`src/rtl/sync_fifo_param.sv`:
```
// Parameterised single-clock FIFO with almost-full/empty thresholds, occupancy count,
// sticky overflow/underflow flags, synchronous flush and standard or FWFT read mode.
module sync_fifo_param #(
    parameter int DATA_WIDTH = 8,
    parameter int DEPTH      = 8,
    parameter int AF_LEVEL   = DEPTH - 1,
    parameter int AE_LEVEL   = 1,
    parameter int FWFT       = 0
) (
    input  logic                         clk,
    input  logic                         reset,
    input  logic                         flush,
    input  logic                         write_en,
    input  logic [DATA_WIDTH-1:0]        write_data,
    output logic                         full,
    output logic                         almost_full,
    input  logic                         read_en,
    output logic [DATA_WIDTH-1:0]        read_data,
    output logic                         read_valid,
    output logic                         empty,
    output logic                         almost_empty,
    output logic [$clog2(DEPTH+1)-1:0]   count,
    output logic                         overflow,
    output logic                         underflow
);

    localparam int CW = $clog2(DEPTH + 1);
    localparam int PW = $clog2(DEPTH);
    localparam logic [CW-1:0] DEPTH_C = CW'(DEPTH);
    localparam logic [CW-1:0] AF_C    = CW'(AF_LEVEL);
    localparam logic [CW-1:0] AE_C    = CW'(AE_LEVEL);
    localparam logic [PW-1:0] LAST_C  = PW'(DEPTH - 1);

    logic [DATA_WIDTH-1:0] mem [DEPTH];
    logic [PW-1:0]         wr_ptr;
    logic [PW-1:0]         rd_ptr;
    logic [CW-1:0]         count_q;
    logic                  write_accept;
    logic                  read_accept;

    assign count        = count_q;
    assign full         = (count_q == DEPTH_C);
    assign empty        = (count_q == '0);
    assign almost_full  = (count_q >= AF_C);
    assign almost_empty = (count_q <= AE_C);

    // Acceptance looks only at registered occupancy, so a simultaneous pop never frees a slot for a push.
    assign write_accept = write_en && !full && !flush;
    assign read_accept  = read_en && !empty && !flush;

    always_ff @(posedge clk) begin
        if (write_accept) begin
            mem[wr_ptr] <= write_data;
        end
    end

    always_ff @(posedge clk or negedge reset) begin
        if (!reset) begin
            wr_ptr    <= '0;
            rd_ptr    <= '0;
            count_q   <= '0;
            overflow  <= 1'b0;
            underflow <= 1'b0;
        end else if (flush) begin
            wr_ptr    <= '0;
            rd_ptr    <= '0;
            count_q   <= '0;
            overflow  <= 1'b0;
            underflow <= 1'b0;
        end else begin
            if (write_accept) begin
                wr_ptr <= (wr_ptr == LAST_C) ? '0 : wr_ptr + 1'b1;
            end
            if (read_accept) begin
                rd_ptr <= (rd_ptr == LAST_C) ? '0 : rd_ptr + 1'b1;
            end
            case ({write_accept, read_accept})
                2'b10:   count_q <= count_q + 1'b1;
                2'b01:   count_q <= count_q - 1'b1;
                default: count_q <= count_q;
            endcase
            if (write_en && full) begin
                overflow <= 1'b1;
            end
            if (read_en && empty) begin
                underflow <= 1'b1;
            end
        end
    end

    generate
        if (FWFT != 0) begin : g_fwft
            assign read_data  = mem[rd_ptr];
            assign read_valid = !empty;
        end else begin : g_std
            logic [DATA_WIDTH-1:0] read_data_q;
            logic                  read_valid_q;

            // read_data holds across idle cycles and flush; only reset clears it.
            always_ff @(posedge clk or negedge reset) begin
                if (!reset) begin
                    read_data_q  <= '0;
                    read_valid_q <= 1'b0;
                end else if (flush) begin
                    read_valid_q <= 1'b0;
                end else begin
                    read_valid_q <= read_accept;
                    if (read_accept) begin
                        read_data_q <= mem[rd_ptr];
                    end
                end
            end

            assign read_data  = read_data_q;
            assign read_valid = read_valid_q;
        end
    endgenerate

endmodule
```
`config.mk`:
```
export PLATFORM = sky130hd
export DESIGN_NAME = sync_fifo_param
export DESIGN_NICKNAME = d
export VERILOG_FILES = /design/src/rtl/sync_fifo_param.sv
export SDC_FILE = /design/constraint.sdc
export NUM_CORES = 1
export LEC_CHECK = 0
export ABC_AREA = 0
export CAP_MARGIN = 40
export CORE_MARGIN = 1.5
export CORE_UTILIZATION = 45
export CTS_CLUSTER_DIAMETER = 200
export DETAILED_ROUTE_END_ITERATION = 12
export PLACE_DENSITY = 0.67
export SETUP_SLACK_MARGIN = 0.1
export SYNTH_ARGS = -nofsm -noshare
export SYNTH_HDL_FRONTEND = slang
export SYNTH_SLANG_ARGS = --single-unit
```
`constraint.sdc`:
```
create_clock -name clk -period 2.9 [get_ports clk]
set_clock_uncertainty 0.1 [all_clocks]
set_input_delay 0.29 -clock clk [delete_from_list [all_inputs] [get_ports clk]]
set_output_delay 0.29 -clock clk [all_outputs]
set_load 0.05 [all_outputs]
```
==> flow_metrics.tcl <==
set metrics [dict create \
    cp-start-kind "register" \
    p_sw_share_pct 34.4 \
    hp-class "input pin to asynchronous set/reset pin" \
    slew_viol_final 0 \
    seq_power_share_pct 46.0 \
    cts-root-buf "clkbuf_8" \
    max_stage_delay_ns 0.53 \
    yosys_most_used_dff "edfxtp_1" \
    grt_max_degree 35 \
    critPathKind "register to output pin" \
    multi_input_area_um2 1080 \
    cp-startpoint "count[1]" \
    max_freq_mhz 387 \
    numPortBuffers 31 \
    drc 0 \
    r2r_slack_ns 0.59 \
    cts_tree "done" \
    syn_to_final_growth_pct 17.9 \
    design.core.area_um2 7770 \
    vias_per_cell 5.27 \
    worst_slack_ns 0.313 \
    post-place-ws_ns 0.409 \
    seqCellArea_um2 2450 \
    fin_hold_ws_ns 0.158 \
    arrival_ns 2.20 \
    drt_iter0_drc 119 \
    ys_seq_elements 85 \
    grt-ovfl-total 0 \
    clk_pin_slew_ns 0.08 \
    critical_path.endpoint "empty" \
    crit_chain "inv_1 -> ha_1 -> or3b_4 -> clkinv_2 -> dlygate4sd2_1" \
    reg2regPathDepth 5 \
    vias 2034 \
    placed_cell_area_um2 4080 \
    postLayoutCoreUtil_pct 54.9 \
    cp_slowest_cell "dlygate4sd2_1" \
    nFillCells 636 \
    combPwrFrac_pct 30.9 \
    drtAntennaViolNets 0 \
    nNetsFinal 300 \
    clkLatencyLatePin_ns 0.34 \
    slew_headroom_pct 56.3 \
    syn-num-nets 257 \
    reg2reg_to "mem[7][1]" \
    grt_usage_pct 15.8 \
    avgSynthCellArea_um2 15.3 \
    ir_drop_mv 0.297 \
    grt_pass1_vias 1930 \
    rows 32 \
    die_w_um 92.6 \
    ioPinCount 32 \
    max-clock-path-buffers 2 \
    leakage_nw 1.51 \
    dr.pass1.iters 4 \
    final_common_cell "edfxtp_1" \
    grt_first_pass_wirelength_mm 10.1 \
    outcome "finished clean" \
    yosysSeqAreaShare_pct 67.7 \
    power_density_nw_per_um2 757 \
    most-common-layout-cells "edfxtp_1 (64), mux2i_1 (33), clkdlybuf4s50_1 (29), dfrtp_1 (21), nor2_1 (14)" \
    worstSetupEndpointType "output pin" \
    n_antenna_cell 0 \
    cts_buffers 9 \
    initial_core_util_pct 46.5 \
    cp.required_ns 2.51 \
    p_clk_share_pct 23.1 \
    r2r_start "count[0]" \
    stdcell_area_um2 4260 \
    gp_congestion 0.884 \
    dieArea_um2 8580 \
    synthArstFlopShare_pct 24.7 \
    postCtsSetupBuffers 0 \
    dp_hpwl_mm 4.33 \
    hold_viol_final 0 \
    clock-sinks 85 \
    synth_edf_count 64 \
    htree_levels 3 \
    tns_ns 0 \
    setup_viol 0 \
    wl_per_cell_um 16.5 \
    drive_above_1_share_pct 14.1 \
    netSwitchingPower_mw 1.11 \
    cp_max_fo 6 \
    synth_cells 236 \
    drt_wl_total_mm 6.37 \
    antenna_found_initial 0 \
    cap_violations 0 \
    period_minus_slack_ns 2.59 \
    p_int_mw 2.12 \
    die_h_um 92.6 \
    tightest_slew_ns 0.653 \
    synth_cell_types 39 \
    syn_area_um2 3610 \
    yosys_warnings 0 \
    fin_crit_sh_pct 89.2 \
    rsz0062_at_grt "false" \
]
## cell usage after synthesis, drive strengths merged (3+ instances only)
master	count	area [um2]
edfxtp	64	1920
mux2i	33	330
dfrtp	21	526
nor2	15	58.8
nand2	11	48.8
mux2	9	101
a21oi	8	40.0
a221oi	8	70.1
a22o	8	70.1
ha	8	100
buf	7	48.8
inv	5	18.8
or3	4	30.0
clkbuf	3	11.3
nor2b	3	18.8
nor3	3	15.0
o21ai	3	15.0
## metrics by stage
step           instances  power [mW]
3_5_place_dp         370        2.52
3_3_place_gp         369        2.50
6_report             386        3.23
4_1_cts              386        3.26
5_1_grt              386        3.37
2_1_floorplan        236        2.19
## flip-flops by register name, summed over array words and instances (netlist names)
signal      flops
count           4
mem            64
overflow        1
rd_ptr          3
read_data       8
read_valid      1
underflow       1
wr_ptr          3
## critical path: cells and delay by family (launching register included)
family	cells	cell delay (ns)
buffers and inverters	3	0.75
DFF	1	0.44
and+or+nand+nor	1	0.44
adders and majority gates	1	0.22
## routing by layer
layer / routed length (um) / global-route usage [%] / up-vias
met4: 58 / 6.06 / 0
met3: 266 / 3.86 / 6
met5: 0 / 0 / -
li1: - / - / 996
met2: 2780 / 21.9 / 49
met1: 3270 / 24.1 / 983
## power by group through the flow
stage | Clock (mW) | Sequential (mW) | Combinational (mW)
after floorplan | 0 | 1.77 | 0.419
after global placement | 0 | 1.51 | 0.993
after detailed placement | 0 | 1.51 | 1.01
after CTS | 0.769 | 1.49 | 1.00
after global routing | 0.822 | 1.50 | 1.05
final | 0.746 | 1.49 | 0.997
## repair_timing
item                                    4_1_cts  5_1_grt
gates resized for setup                       1        1
hold buffers                                  0        0
endpoints found under the setup margin        1        1
## logic make-up (layout without fill, tap and decap cells)
logic type / Yosys count / in the layout / synth area share [%]
AND/OR/NAND/NOR: 49 / 49 / 7.41
adder cells (fa/ha/maj): 8 / 8 / 2.77
multiplexers: 42 / 42 / 11.9
AO/OA/AOI/OAI: 35 / 35 / 7.62
flip-flops: 85 / 85 / 67.7
buffers and inverters: 16 / 64 / 2.32
XOR/XNOR: 1 / 1 / 0.242
## how the worst min path moves through the flow
stage | from | to | slack, ns | cells after the start
floorplan | reset | count[0] | -0.11 | 0
global placement | overflow | overflow | 0.38 | 2
detailed placement | underflow | underflow | 0.39 | 2
CTS | reset | underflow | 0.16 | 1
global route | reset | overflow | 0.20 | 1
finish | reset | underflow | 0.16 | 1
## layout make-up
| cell class | instances | area share (%) |
|---|---|---|
| Inverter | 6 | 0.558 |
| Tap cell | 102 | 2.99 |
| Timing Repair Buffer | 42 | 9.42 |
| Clock buffer | 12 | 3.40 |
| Clock inverter | 4 | 0.792 |
| Sequential cell | 85 | 57.4 |
| Multi-Input combinational cell | 135 | 25.4 |
Power figures use the tool's default switching activity.
